## src/rtl/distribute_one_hot_sched_seq.sv

```systemverilog
// Descriptor-driven scheduler feeding a chain of NUM_NODES one-hot distribute switches.
// Optional performance counters are enabled by defining DIST_SCHED_PERF_CNT_EN.
module distribute_one_hot_sched_seq #(
  parameter int unsigned DATA_WIDTH = 32,
  parameter int unsigned NUM_NODES  = 4,
  parameter int unsigned LEN_WIDTH  = 4,
  parameter int unsigned FIFO_DEPTH = 4
) (
  input  logic                  clk,
  input  logic                  rst_n,
  input  logic                  i_desc_valid,
  output logic                  o_desc_ready,
  input  logic [NUM_NODES-1:0]  i_desc_mask,
  input  logic [LEN_WIDTH-1:0]  i_desc_len,
  input  logic                  i_data_valid,
  output logic                  o_data_ready,
  input  logic [DATA_WIDTH-1:0] i_data,
  input  logic                  i_hold,
  output logic                  o_valid,
  output logic [DATA_WIDTH-1:0] o_data_bus,
  output logic [NUM_NODES-1:0]  o_cmd,
  output logic                  o_done,
  output logic                  o_err,
  output logic                  o_idle
`ifdef DIST_SCHED_PERF_CNT_EN
  ,
  output logic [31:0]           o_beat_cnt,
  output logic [31:0]           o_hold_cnt
`endif
);

  localparam int unsigned PTR_W = (FIFO_DEPTH > 1) ? $clog2(FIFO_DEPTH) : 1;
  localparam int unsigned CNT_W = $clog2(FIFO_DEPTH + 1);

  typedef enum logic [0:0] {StIdle, StIssue} state_e;

  state_e                r_state;
  logic [NUM_NODES-1:0]  r_mask_mem [FIFO_DEPTH];
  logic [LEN_WIDTH-1:0]  r_len_mem  [FIFO_DEPTH];
  logic [PTR_W-1:0]      r_wr_ptr;
  logic [PTR_W-1:0]      r_rd_ptr;
  logic [CNT_W-1:0]      r_count;
  logic [NUM_NODES-1:0]  r_cur_mask;
  logic [LEN_WIDTH-1:0]  r_cur_len;
  logic [LEN_WIDTH-1:0]  r_beat_cnt;
  logic                  r_valid;
  logic [DATA_WIDTH-1:0] r_data;
  logic [NUM_NODES-1:0]  r_cmd;
  logic                  r_err;
  logic                  r_last;
  logic [NUM_NODES-1:0]  r_done_pipe;

  logic                  w_push;
  logic                  w_hs;
  logic                  w_last;
  logic                  w_pop;
  logic                  w_fifo_empty;
  logic [NUM_NODES-1:0]  w_head_mask;
  logic [LEN_WIDTH-1:0]  w_head_len;

  assign w_fifo_empty = (r_count == '0);
  assign o_desc_ready = (r_count < CNT_W'(FIFO_DEPTH));
  assign w_push       = i_desc_valid & o_desc_ready;
  assign w_head_mask  = r_mask_mem[r_rd_ptr];
  assign w_head_len   = r_len_mem[r_rd_ptr];

  assign w_hs         = (r_state == StIssue) & i_data_valid & ~i_hold;
  assign w_last       = w_hs & (r_beat_cnt == r_cur_len);
  // Hold freezes the issue side, including pops from IDLE.
  assign w_pop        = ~w_fifo_empty & ~i_hold & ((r_state == StIdle) | w_last);
  assign o_data_ready = w_hs;

  assign o_valid      = r_valid;
  assign o_data_bus   = r_data;
  assign o_cmd        = r_cmd;
  assign o_err        = r_err;
  assign o_done       = r_done_pipe[NUM_NODES-1];
  assign o_idle       = w_fifo_empty & (r_state == StIdle) & ~(|r_done_pipe) & ~r_last & ~r_valid;

  always_ff @(posedge clk) begin
    if (w_push) begin
      r_mask_mem[r_wr_ptr] <= i_desc_mask;
      r_len_mem[r_wr_ptr]  <= i_desc_len;
    end
  end

  always_ff @(posedge clk or negedge rst_n) begin
    if (!rst_n) begin
      r_state     <= StIdle;
      r_wr_ptr    <= '0;
      r_rd_ptr    <= '0;
      r_count     <= '0;
      r_cur_mask  <= '0;
      r_cur_len   <= '0;
      r_beat_cnt  <= '0;
      r_valid     <= 1'b0;
      r_data      <= '0;
      r_cmd       <= '0;
      r_err       <= 1'b0;
      r_last      <= 1'b0;
      r_done_pipe <= '0;
    end else begin
      if (w_push) r_wr_ptr <= r_wr_ptr + PTR_W'(1);
      if (w_pop)  r_rd_ptr <= r_rd_ptr + PTR_W'(1);
      r_count <= r_count + CNT_W'(w_push) - CNT_W'(w_pop);

      r_valid <= w_hs & (r_cur_mask != '0);
      r_data  <= w_hs ? i_data : '0;
      r_cmd   <= w_hs ? r_cur_mask : '0;
      r_err   <= w_pop & (w_head_mask == '0);

      // r_last lines up with the last beat on o_valid; the pipe mirrors chain latency.
      r_last      <= w_last;
      r_done_pipe <= {r_done_pipe[NUM_NODES-2:0], r_last};

      unique case (r_state)
        StIdle: begin
          if (w_pop) begin
            r_cur_mask <= w_head_mask;
            r_cur_len  <= w_head_len;
            r_beat_cnt <= '0;
            r_state    <= StIssue;
          end
        end
        StIssue: begin
          if (w_last) begin
            if (w_pop) begin
              r_cur_mask <= w_head_mask;
              r_cur_len  <= w_head_len;
              r_beat_cnt <= '0;
            end else begin
              r_state <= StIdle;
            end
          end else if (w_hs) begin
            r_beat_cnt <= r_beat_cnt + LEN_WIDTH'(1);
          end
        end
        default: r_state <= StIdle;
      endcase
    end
  end

`ifdef DIST_SCHED_PERF_CNT_EN
  logic [31:0] r_perf_beats;
  logic [31:0] r_perf_holds;

  always_ff @(posedge clk or negedge rst_n) begin
    if (!rst_n) begin
      r_perf_beats <= '0;
      r_perf_holds <= '0;
    end else begin
      if (w_hs && (r_cur_mask != '0))       r_perf_beats <= r_perf_beats + 32'd1;
      if (i_hold && (r_state == StIssue))   r_perf_holds <= r_perf_holds + 32'd1;
    end
  end

  assign o_beat_cnt = r_perf_beats;
  assign o_hold_cnt = r_perf_holds;
`endif

endmodule
```

## config.mk

```make
export PLATFORM = sky130hd
export DESIGN_NAME = distribute_one_hot_sched_seq
export DESIGN_NICKNAME = d
export VERILOG_FILES = /design/src/rtl/distribute_one_hot_sched_seq.sv
export SDC_FILE = /design/constraint.sdc
export NUM_CORES = 1
export LEC_CHECK = 0
export CORE_MARGIN = 10
export CORE_UTILIZATION = 53
export CTS_CLUSTER_DIAMETER = 80
export DETAILED_ROUTE_END_ITERATION = 8
export PLACE_DENSITY_LB_ADDON = 0.25
export SYNTH_ARGS = -nofsm -noshare
export SYNTH_HDL_FRONTEND = slang
export SYNTH_SLANG_ARGS = --single-unit
```

## constraint.sdc

```tcl
create_clock -name clk -period 6.65 [get_ports clk]
set_input_delay 1.33 -clock clk [delete_from_list [all_inputs] [get_ports clk]]
set_output_delay 1.33 -clock clk [all_outputs]
set_load 0.05 [all_outputs]
```

## Word-level counts from Yosys, hierarchy flattened

Memory sizes are Yosys's and may differ from the RTL's.
Index checks and enable logic that the tools add are counted.

- $add $sub $neg: 5
- Multiply operators: 0
- Div/mod/pow operators: 0
- $lt $le $gt $ge: 1
- Eq/ne operators: 3
- Shifts and indexed selects: 0
- Mux-type cells: 17
- Bitwise gates (word level): 19
- Reduce and logical (&&, ||, !) cells: 4

Operator list:

| kind | number |
|---|---|
| 32-bit two-way mux | 1 |
| 4-bit two-way mux | 8 |
| 4-bit one-hot mux with 2 select lines | 3 |
| 1-bit AND | 12 |
| 1-bit inverter | 6 |
| 2-bit by 1-bit adder with 2-bit output, second input constant | 2 |
| 4-bit by 1-bit adder with 4-bit output, second input constant | 1 |
| 4-bit equality test | 1 |
| 4-bit zero test | 1 |
| 1-bit two-way mux | 4 |
| 4-bit nonzero test | 1 |
| 4-bit OR reduction | 1 |
| 3-bit by 1-bit adder with 3-bit output | 1 |
| 3-bit zero test | 1 |
| 3-bit less-than comparator, second input constant | 1 |
| 3-bit by 1-bit != test with 1-bit output, second input constant | 1 |
| 3-bit by 1-bit subtractor with 3-bit output | 1 |
| 2-bit by 1-bit != test with 1-bit output, second input constant | 1 |
| 1-bit one-hot mux with 2 select lines | 1 |
| 1-bit OR | 1 |

- Register bits after elaboration: 63
- Latch bits: 0
- RAM bits: 32
- Memory bits (read-only): 0
- Bits of input ports: 45
- Output and inout port bits: 42
- Logic and storage cells: 64
- Memories kept: 2

Memories:

| memory | words | width | rd ports | clocked after Yosys merged registers in | write ports | RTL line | text |
|---|---|---|---|---|---|---|---|
| r_len_mem | 4 | 4 | 1 | 0 | 1 | 39 | `logic [LEN_WIDTH-1:0] r_len_mem [FIFO_DEPTH];` |
| r_mask_mem | 4 | 4 | 1 | 0 | 1 | 38 | `logic [NUM_NODES-1:0] r_mask_mem [FIFO_DEPTH];` |

## Logic depth before layout (Yosys ltp)

Gate-level depths: netlist of run 1.

- Depth in word-level cells: 8
- Gate-level depth with buffers: 11
- Mapped depth without buffers: 11

## Least setup slack after synthesis of run 1

No wires, ideal clock.

- Path kind: register to output
- From: register r_state
- To: output port o_idle
- Data arrival time: 2.322 ns
- Required time: 5.320 ns
- Slack: 2.998 ns
- Stages on the path, launching flop included: 5
- Buffers on the path: 1
- Cell sequence: dfrtp_1 buf_6 nor4_1 nand2_1 nor4_1

- Longest elaborated chain between the ends: 5

Ends and longest elaborated chain:

| element | RTL line | text |
|---|---|---|
| start, declared | 37 | `state_e r_state;` |
| start signal, assigned | 89 | `r_state <= StIdle;` |
| start signal, assigned | 122 | `r_state <= StIssue;` |
| start signal, assigned | 132 | `r_state <= StIdle;` |
| 1-bit inverter | -- |  |
| 1-bit AND (4 in a row) | 78 | `assign o_idle = w_fifo_empty & (r_state == StIdle) & ~(\|r_done_pipe) & ~r_last & ~r_valid;` |
| end, declared | 24 | `output logic o_idle` |

Every way passes these cells.

## Final worst setup path of run 1

- From: input port i_hold
- To: output port o_data_ready

- Longest elaborated chain between the ends: 2

Ends and longest elaborated chain:

| element | RTL line | text |
|---|---|---|
| start, declared | 18 | `input logic i_hold,` |
| 1-bit inverter | 67 | `assign w_hs = (r_state == StIssue) & i_data_valid & ~i_hold;` |
| 1-bit AND | 67 |  |
| end, declared | 16 | `output logic o_data_ready,` |

Every way passes these cells.

==> run metrics, run 1 <==
setup bufs post-CTS=0; switching share of total power=0.300; initial antenna violation count=0; peak fanout along the critical path=7; Int Power=1.02 mW; Post-Syn Nets=286; P_leak=2.02 nW; Max Cap Viol=0; portion of total power attributed to sequential cells=0.522; clock root buffer=clkbuf_8; placed insts=392; wire length per cell=17.3 um; peak supply drop=0.224 mV; Clock Pin Slew Worst Setup and Hold Paths=0.09 ns; clock latency on the worst-skew pair=0.35 ns; part of the cycle the worst path needs=0.651; Post-Syn Instances=233; CP Class=input port to output pin; Die Area=0.0105 mm2; clk sink count=95; Tot GR Track Use=0.136; First DRT Iteration DRCs=86; H-Tree Depth=3; Worst Path Required=5.32 ns; final setup vio count=0; Clock power frac=0.250; via/cell ratio=5.17; chip height=103 um; RSZ-0062 raised after global routing=false; clock tree buffer depth=2; Seq/Total Area, Yosys=0.701; pin count of the biggest net entering global routing=64; Placer Congestion=0.809; PostCTS Resize Cnt=0; Residual DRC=0; PortBufs=86; number of enable flip-flop cells after synthesis=32; Area growth syn-to-layout=30.7%; Hold Worst Slack=0.384 ns; I/O pin cnt=87; Hold Path Class=flop to flop; Net count, final=376; total grt overflow=0; via count=2108; CP Launch Type=input port; worst slew pin tran=0.757 ns; share of cells above drive strength 1=0.119; Final Slew Violations=0; ys async rst share=0.663; Final Core Density=0.704; Starting Density=0.539; core region area=0.00672 mm2; warning count from the yosys run=0; P_sw=0.437 mW; Yosys reg bits=95; Inserted Clock Buffers=9; ratio of total power to cell area=307 mW/mm2; status=finished clean; hold_buf cts=0; DP HPWL=5200 um; Hold Fails Final Rpt=0; Non-Filler Instances=408; Main synth FF type=dfrtp_1; fmax=231 MHz; Sum Neg Setup Slack=0 ns; first-pass iteration count of the detailed router=4; # rows=30; Period minus WS final=4.33 ns; Routed Antenna Nets=0; nature of the critical path endpoint=output pin; overall power=1.45 mW; global-route wire length before repair=11000 um; Gate power share=0.228; Worst Path Arrival=3.00 ns; number of diodes=0; drt total wl=7070 um; vias in the first global route=2162; syn avg cell area=15.5 um2; Max-slew headroom=0.495; DIE WIDTH=103 um; Netlist cell types=38; CTS tree=yes; Synth Cell Area=0.00362 mm2; Worst Clk Skew=0.0111 ns
==> cells in the mapped netlist (2+ instances only) <==
library cell | number | share of area
mux2_2 | 7 | 0.022
dfrtp_1 | 63 | 0.44
and2_1 | 40 | 0.069
a21oi_1 | 4 | 0.0055
nand3_1 | 4 | 0.0055
nand2_1 | 4 | 0.0041
nor4_1 | 5 | 0.0086
xor2_1 | 4 | 0.0097
or4_1 | 3 | 0.0062
buf_6 | 2 | 0.0062
o21ai_0 | 3 | 0.0041
o22ai_1 | 2 | 0.0035
edfxtp_1 | 32 | 0.27
mux4_2 | 8 | 0.050
ha_1 | 7 | 0.024
nor3_1 | 2 | 0.0028
xnor2_1 | 5 | 0.012
clkbuf_1 | 5 | 0.0052
nor2_1 | 3 | 0.0031
inv_1 | 12 | 0.012
==> layer usage <==
layer	routed length, um	GRT usage	vias to the layer above
met5	0	0	-
met4	141	0.0672	0
met3	604	0.0416	12
met2	3180	0.213	88
met1	3140	0.168	1019
li1	-	-	989
==> power by group through the flow <==
stage | clock network, mW | logic [mW] | registers (mW)
global placement | 0 | 0.323 | 0.771
detailed placement | 0 | 0.335 | 0.774
CTS | 0.372 | 0.338 | 0.762
finish | 0.364 | 0.332 | 0.759
global route | 0.398 | 0.362 | 0.774
floorplan | 0 | 0.209 | 0.783
==> worst paths after layout <==
path	from	to	slack, ns	cells after the start
worst min register to register	r_done_pipe[2]	r_done_pipe[3]	0.38	0
max in group asynchronous	rst_n	r_wr_ptr[1]	5.01	2
worst min-delay path	r_done_pipe[2]	r_done_pipe[3]	0.38	0
worst max register to register	r_count[2]	r_count[2]	3.83	11
worst max-delay path	i_hold	o_data_ready	2.32	4
min in group asynchronous	rst_n	o_data_bus[0]	1.11	2
==> kinds of logic (layout without fill, tap and decap cells) <==
kind of cell / after synthesis / after routing / share of synthesized area
compound gates: 16 / 16 / 0.0280
xor+xnor: 9 / 9 / 0.0218
fa+ha+maj: 8 / 8 / 0.0297
buf+inv: 22 / 117 / 0.0300
flops: 95 / 95 / 0.701
mux: 16 / 16 / 0.0746
simple gates: 67 / 67 / 0.115
==> cell usage in the layout (no fill, tap or decap), types with 3 or more instances in the layout <==
master           count
nor4_1               5
nand2_1              4
nand3_1              4
o21ai_0              3
inv_1               12
ha_1                 7
dfrtp_1             63
a21oi_1              4
mux4_2               8
and2_1              40
clkdlybuf4s50_1     85
xnor2_1              5
mux2_2               7
nor2_1               3
xor2_1               4
edfxtp_1            32
or4_1                3
clkbuf_8            10
==> layout make-up <==
cell class / count / area [um2]
Inverter: 13 / 48.8
Fill cell: 447 / 1990
Tap cell: 80 / 100
Sequential cell: 95 / 2540
Multi-Input combinational cell: 116 / 976
Timing Repair Buffer: 88 / 871
Clock inverter: 5 / 37.5
Clock buffer: 11 / 163
==> metrics by stage <==
| stage | cell area, um2 | setup WS [ns] |
|---|---|---|
| 3_3_place_gp | 4530 | 2.34 |
| 2_1_floorplan | 3620 | 3.00 |
| 6_report | 4730 | 2.32 |
| 3_5_place_dp | 4530 | 2.34 |
| 4_1_cts | 4730 | 2.32 |
| 5_1_grt | 4730 | 2.25 |
==> sequential cells by signal, indices dropped and copies added (netlist names) <==
register     cells
o_data_bus      32
r_len_mem       16
r_mask_mem      16
o_cmd            4
r_beat_cnt       4
r_cur_len        4
r_cur_mask       4
r_done_pipe      4
r_count          3
r_rd_ptr         2
r_wr_ptr         2
o_err            1
o_valid          1
r_last           1
r_state          1
==> critical path: stages <==
cell and delay, ns:
clkdlybuf4s50_1 0.51, nand3b_4 0.24, inv_1 0.10, clkdlybuf4s50_1 0.82
No activity file was read; power rests on OpenSTA's default activity.
==> run 2: changes to the inputs <==
--- a/config.mk
+++ b/config.mk
@@ -6,7 +6,7 @@
 export NUM_CORES = 1
 export LEC_CHECK = 0
 export CORE_MARGIN = 10
-export CORE_UTILIZATION = 53
+export CORE_UTILIZATION = 44
 export CTS_CLUSTER_DIAMETER = 80
 export DETAILED_ROUTE_END_ITERATION = 8
 export PLACE_DENSITY_LB_ADDON = 0.25
==> constraint.sdc (replaced) <==
create_clock -name clk -period 3.85 [get_ports clk]
set_input_delay 0.77 -clock clk [delete_from_list [all_inputs] [get_ports clk]]
set_output_delay 0.77 -clock clk [all_outputs]
set_load 0.05 [all_outputs]
==> run metrics, run 2 (same netlist as run 1, synthesis figures left out) <==
status=finished clean (unchanged); peak supply drop=0.235 mV (was 0.224 mV); PostCTS Resize Cnt=0 (unchanged); CP delay by family, top=buffers and inverters (unchanged); CP Launch Type=flop (was input port); wire length per cell=16.1 um (was 17.3 um); DIE WIDTH=111 um (was 103 um); ratio of total power to cell area=538 mW/mm2 (was 307 mW/mm2); P_leak=2.03 nW (was 2.02 nW); Starting Density=0.448 (was 0.539); First DRT Iteration DRCs=49 (was 86); Inserted Clock Buffers=9 (unchanged); critical path, cell by cell=nor3_2 > nand2_1 > nor4_1 > clkdlybuf4s50_1 (was clkdlybuf4s50_1 > nand3b_4 > inv_1 > clkdlybuf4s50_1); dpl ws=0.438 ns (was 2.34 ns); Max Cap Viol=0 (unchanged); register area=0.00254 mm2 (unchanged); chip height=111 um (was 103 um); Residual DRC=0 (unchanged); vias in the first global route=2060 (was 2162); peak fanout along the critical path=7 (unchanged); clock tree buffer depth=2 (unchanged); core region area=0.00809 mm2 (was 0.00672 mm2); Area growth syn-to-layout=32.2% (was 30.7%); via/cell ratio=4.85 (was 5.17); CTS tree=yes (unchanged); fmax=323 MHz; Hold Path Class=flop to flop (unchanged); Hold Fails Final Rpt=0 (unchanged); first-pass iteration count of the detailed router=4 (unchanged); overall power=2.58 mW (was 1.45 mW); I/O pin cnt=87 (unchanged); worst slew pin tran=0.817 ns (was 0.757 ns); Tot GR Track Use=0.115 (was 0.136); DP HPWL=5150 um (was 5200 um); CP max stage delay=0.85 ns (was 0.82 ns); setup bufs post-CTS=0 (unchanged); Die Area=0.0123 mm2 (was 0.0105 mm2); clk sink count=95 (unchanged); Fillers=664 (was 447); part of the cycle the worst path needs=0.804; placed insts=417 (was 392); Worst Path Required=3.08 ns (was 5.32 ns); CP Class=flop to output pin (was input port to output pin); number of diodes=0 (unchanged); RSZ-0062 raised after global routing=false (unchanged); max FFs per register=32 (unchanged); initial antenna violation count=0 (unchanged); Clock Pin Slew Worst Setup and Hold Paths=0.10 ns (was 0.09 ns); flop2flop setup slack=1.13 ns (was 3.83 ns); nature of the critical path endpoint=output pin (unchanged); Final Slew Violations=0 (unchanged); # rows=33 (was 30); area of the multi-input gates=976 um2 (unchanged); clock latency on the worst-skew pair=0.36 ns (was 0.35 ns); Sum Neg Setup Slack=0 ns (unchanged); final setup vio count=0 (unchanged); Worst Clk Skew=0.00965 ns (was 0.0111 ns); total grt overflow=0 (unchanged); drt total wl=6990 um (was 7070 um); Crit path buffers/inverters=1 (was 3); Period minus WS final=3.10 ns; global-route wire length before repair=11100 um (was 11000 um); Routed Antenna Nets=0 (unchanged); H-Tree Depth=3 (unchanged); Max-slew headroom=0.456 (was 0.495); hold_buf cts=0 (unchanged); Worst Path Arrival=2.33 ns (was 3.00 ns); setup ws final=0.754 ns (was 2.32 ns); PortBufs=86 (unchanged); Net count, final=376 (unchanged); share of cells above drive strength 1=0.122 (was 0.119); commonest non-fill, non-tap cell in the layout=clkdlybuf4s50_1 (unchanged); clock root buffer=clkbuf_8 (unchanged); most frequent cells in the layout=84 x clkdlybuf4s50_1, 63 x dfrtp_1, 40 x and2_1 (was 85 x clkdlybuf4s50_1, 63 x dfrtp_1, 40 x and2_1); Non-Filler Instances=433 (was 408); Critical-path top delay cell=clkdlybuf4s50_1 (unchanged); via count=2102 (was 2108); pin count of the biggest net entering global routing=41 (was 64); Placer Congestion=0.814 (was 0.809)
-- run 2: routing by layer --
metal | vias up | global-route usage | part of all wire
met4 | 0 | 0.0365 | 0.014
met1 | 1024 | 0.151 | 0.47
li1 | 989 | - | -
met2 | 79 | 0.165 | 0.45
met3 | 10 | 0.0498 | 0.068
met5 | - | 0 | 0
-- run 2: cell type report --
type,instances,share of cell area
Sequential cell,95,0.530
Multi-Input combinational cell,116,0.204
Timing Repair Buffer,88,0.184
Clock buffer,10,0.0288
Tap cell,105,0.0274
Clock inverter,6,0.0157
Inverter,13,0.0102
-- run 2: stage by stage --
stage	util	area (um2)	hold slack, ns
final	0.592	4790	0.387
after global placement	0.565	4570	0.359
after detailed placement	0.565	4570	0.364
after global routing	0.592	4790	0.404
after floorplan	-	3620	0.354
after CTS	0.592	4790	0.387
-- run 2: power breakdown --
group	internal, mW	total [mW]	switching (mW)
registers	1.19	1.31	0.117
logic	0.273	0.574	0.301
clock network	0.330	0.694	0.365
total	1.79	2.58	0.783
-- run 2: path summary, 6_finish.rpt --
check	end	start	cells after the start
min in group asynchronous	r_state	rst_n	1
max in group asynchronous	o_data_bus[10]	rst_n	2
min	r_done_pipe[1]	r_done_pipe[0]	0
min reg2reg	r_done_pipe[1]	r_done_pipe[0]	0
max reg2reg	r_count[2]	r_count[2]	11
max	o_idle	r_count[2]	4
-- run 2: worst register-to-register path: stages, from the launching register on --
cell and delay [ns]:
dfrtp_1 0.43, nor3_2 0.42, nor3_1 0.09, a21oi_1 0.32, inv_2 0.18, ha_1 0.30, inv_1 0.06, ha_1 0.13
inv_1 0.05, fa_1 0.37, xnor2_1 0.17, xnor2_1 0.14
==> run 3: changes to the inputs <==
--- a/config.mk
+++ b/config.mk
@@ -6,7 +6,7 @@
 export NUM_CORES = 1
 export LEC_CHECK = 0
 export CORE_MARGIN = 10
-export CORE_UTILIZATION = 44
+export CORE_UTILIZATION = 49
 export CTS_CLUSTER_DIAMETER = 80
 export DETAILED_ROUTE_END_ITERATION = 8
 export PLACE_DENSITY_LB_ADDON = 0.25
==> constraint.sdc (replaced) <==
create_clock -name clk -period 3.1 [get_ports clk]
set_input_delay 0.62 -clock clk [delete_from_list [all_inputs] [get_ports clk]]
set_output_delay 0.62 -clock clk [all_outputs]
set_load 0.05 [all_outputs]
==> run metrics, run 3 (same netlist as run 1, synthesis figures left out) <==
hold_buf cts=0 (unchanged); part of the cycle the worst path needs=0.854; Hold Worst Slack=0.156 ns (was 0.387 ns); DIE WIDTH=106 um (was 111 um); peak supply drop=0.411 mV (was 0.235 mV); Net count, final=383 (was 376); P_leak=2.09 nW (was 2.03 nW); Worst Clk Skew=0.0111 ns (was 0.00965 ns); CP Launch Type=input port (was flop); first-pass iteration count of the detailed router=4 (unchanged); fmax=378 MHz; ratio of total power to cell area=669 mW/mm2 (was 538 mW/mm2); placed insts=418 (was 417); number of diodes=0 (unchanged); Routed Antenna Nets=0 (unchanged); Hold Fails Final Rpt=0 (unchanged); Residual DRC=0 (unchanged); Tot GR Track Use=0.130 (was 0.115); initial antenna violation count=0 (unchanged); Die Area=0.0112 mm2 (was 0.0123 mm2); CP Class=input port to flop (was flop to output pin); Fillers=548 (was 664); R2R depth=11 (unchanged); nature of the critical path endpoint=flop (was output pin); Gate power share=0.231 (was 0.223); Inserted Clock Buffers=9 (unchanged); CP max stage delay=0.56 ns (was 0.85 ns); max FFs per register=32 (unchanged); total grt overflow=0 (unchanged); core region area=0.00721 mm2 (was 0.00809 mm2); pin count of the biggest net entering global routing=29 (was 41); Clock Pin Slew Worst Setup and Hold Paths=0.08 ns (was 0.10 ns); most frequent cells in the layout=83 x clkdlybuf4s50_1, 63 x dfrtp_1, 40 x and2_1 (was 84 x clkdlybuf4s50_1, 63 x dfrtp_1, 40 x and2_1); worst slew pin tran=0.555 ns (was 0.817 ns); vias in the first global route=2224 (was 2060); First DRT Iteration DRCs=55 (was 49); peak fanout along the critical path=7 (unchanged); Hold Path Class=input port to async pin (was flop to flop); Int Power=2.32 mW (was 1.79 mW); RSZ-0062 raised after global routing=false (unchanged); final setup vio count=0 (unchanged); Area growth syn-to-layout=33.7% (was 32.2%); global-route wire length before repair=11600 um (was 11100 um); CTS tree=yes (unchanged); switching share of total power=0.285 (was 0.304); Critical R2R Capture=r_count[2] (unchanged); H-Tree Depth=3 (unchanged); clock latency on the worst-skew pair=0.35 ns (was 0.36 ns); Non-Filler Instances=434 (was 433); DP HPWL=5430 um (was 5150 um); chip height=106 um (was 111 um); Final Slew Violations=0 (unchanged); commonest non-fill, non-tap cell in the layout=clkdlybuf4s50_1 (unchanged); Sum Neg Setup Slack=0 ns (unchanged); Clock power frac=0.272 (was 0.269); clock root buffer=clkbuf_8 (unchanged); via/cell ratio=4.85 (about the same); Max-slew headroom=0.629 (was 0.456); Worst Path Required=3.37 ns (was 3.08 ns); clock tree buffer depth=2 (unchanged); Placer Congestion=0.799 (was 0.814); PortBufs=86 (unchanged); clk sink count=95 (unchanged); wire length per cell=16.4 um (was 16.1 um); Critical-path top delay cell=clkdlybuf4s50_1 (unchanged); Worst Path Arrival=2.91 ns (was 2.33 ns); status=finished clean (unchanged); share of cells above drive strength 1=0.137 (was 0.122); critical path, cell by cell=clkdlybuf4s50_1 > nand3b_4 > nor3_1 > a21oi_1 > inv_2 > ha_1 > inv_1 > ha_1 > inv_1 > fa_1 > xnor2_1 > xnor2_1 (was nor3_2 > nand2_1 > nor4_1 > clkdlybuf4s50_1); drt total wl=7120 um (was 6990 um); Reg-to-Reg Start=r_count[1] (was r_count[2]); DP Area=0.00462 mm2 (was 0.00457 mm2); Max Cap Viol=0 (unchanged); Period minus WS final=2.65 ns; register area=0.00254 mm2 (unchanged); # rows=31 (was 33); PostCTS Resize Cnt=0 (unchanged); I/O pin cnt=87 (unchanged); area of the multi-input gates=976 um2 (unchanged); setup bufs post-CTS=0 (unchanged); portion of total power attributed to sequential cells=0.497 (was 0.508); flop2flop setup slack=0.62 ns (was 1.13 ns); Starting Density=0.502 (was 0.448); via count=2104 (was 2102); Design Area, Final=0.00484 mm2 (was 0.00479 mm2); P_sw=0.923 mW (was 0.783 mW)
[run 3: worst max-delay path, delay by kind of cell]
family / cells / cell delay, ns
simple gates: 2 / 0.22
compound gates: 1 / 0.22
xor+xnor: 2 / 0.32
buf+inv: 4 / 0.73
fa+ha+maj: 3 / 0.78
[run 3: area by class of cell]
class                      instances  area share
clock inverter                     5      0.0168
tap                               99      0.0256
timing repair buffer              95       0.193
sequential                        95       0.524
clock buffer                      11      0.0292
inverter                          13      0.0101
multi-input combinational        116       0.201
[run 3: layer usage]
layer	part of all wire	routed length, um	vias to the layer above	global-route usage
li1	-	-	1009	-
met1	0.45	3190	1023	0.160
met2	0.48	3410	65	0.208
met3	0.061	437	7	0.0501
met4	0.012	85	0	0.0445
met5	0	0	-	0
[run 3: power by group through the flow]
stage / Combinational [mW] / Sequential [mW] / Clock [mW]
after global placement: 0.735 / 1.63 / 0
after CTS: 0.765 / 1.61 / 0.901
after floorplan: 0.449 / 1.68 / 0
after global routing: 0.827 / 1.63 / 0.961
final: 0.750 / 1.61 / 0.882
after detailed placement: 0.765 / 1.64 / 0
[run 3: worst max path at each step]
stage / start / to / slack, ns / cells after the start
floorplan: r_state / o_idle / 0.16 / 4
CTS: r_state / o_idle / 0.15 / 4
finish: i_hold / r_count[2] / 0.45 / 12
global route: i_hold / r_count[2] / 0.30 / 12
detailed placement: i_hold / r_count[2] / 0.09 / 12
global placement: i_hold / r_count[2] / 0.17 / 12
[run 3: stage by stage]
step / power [mW] / setup slack (ns) / util
floorplan: 2.13 / 0.158 / -
global placement: 2.37 / 0.170 / 0.640
detailed placement: 2.40 / 0.0899 / 0.640
CTS: 3.28 / 0.154 / 0.671
global route: 3.42 / 0.301 / 0.672
finish: 3.24 / 0.454 / 0.672
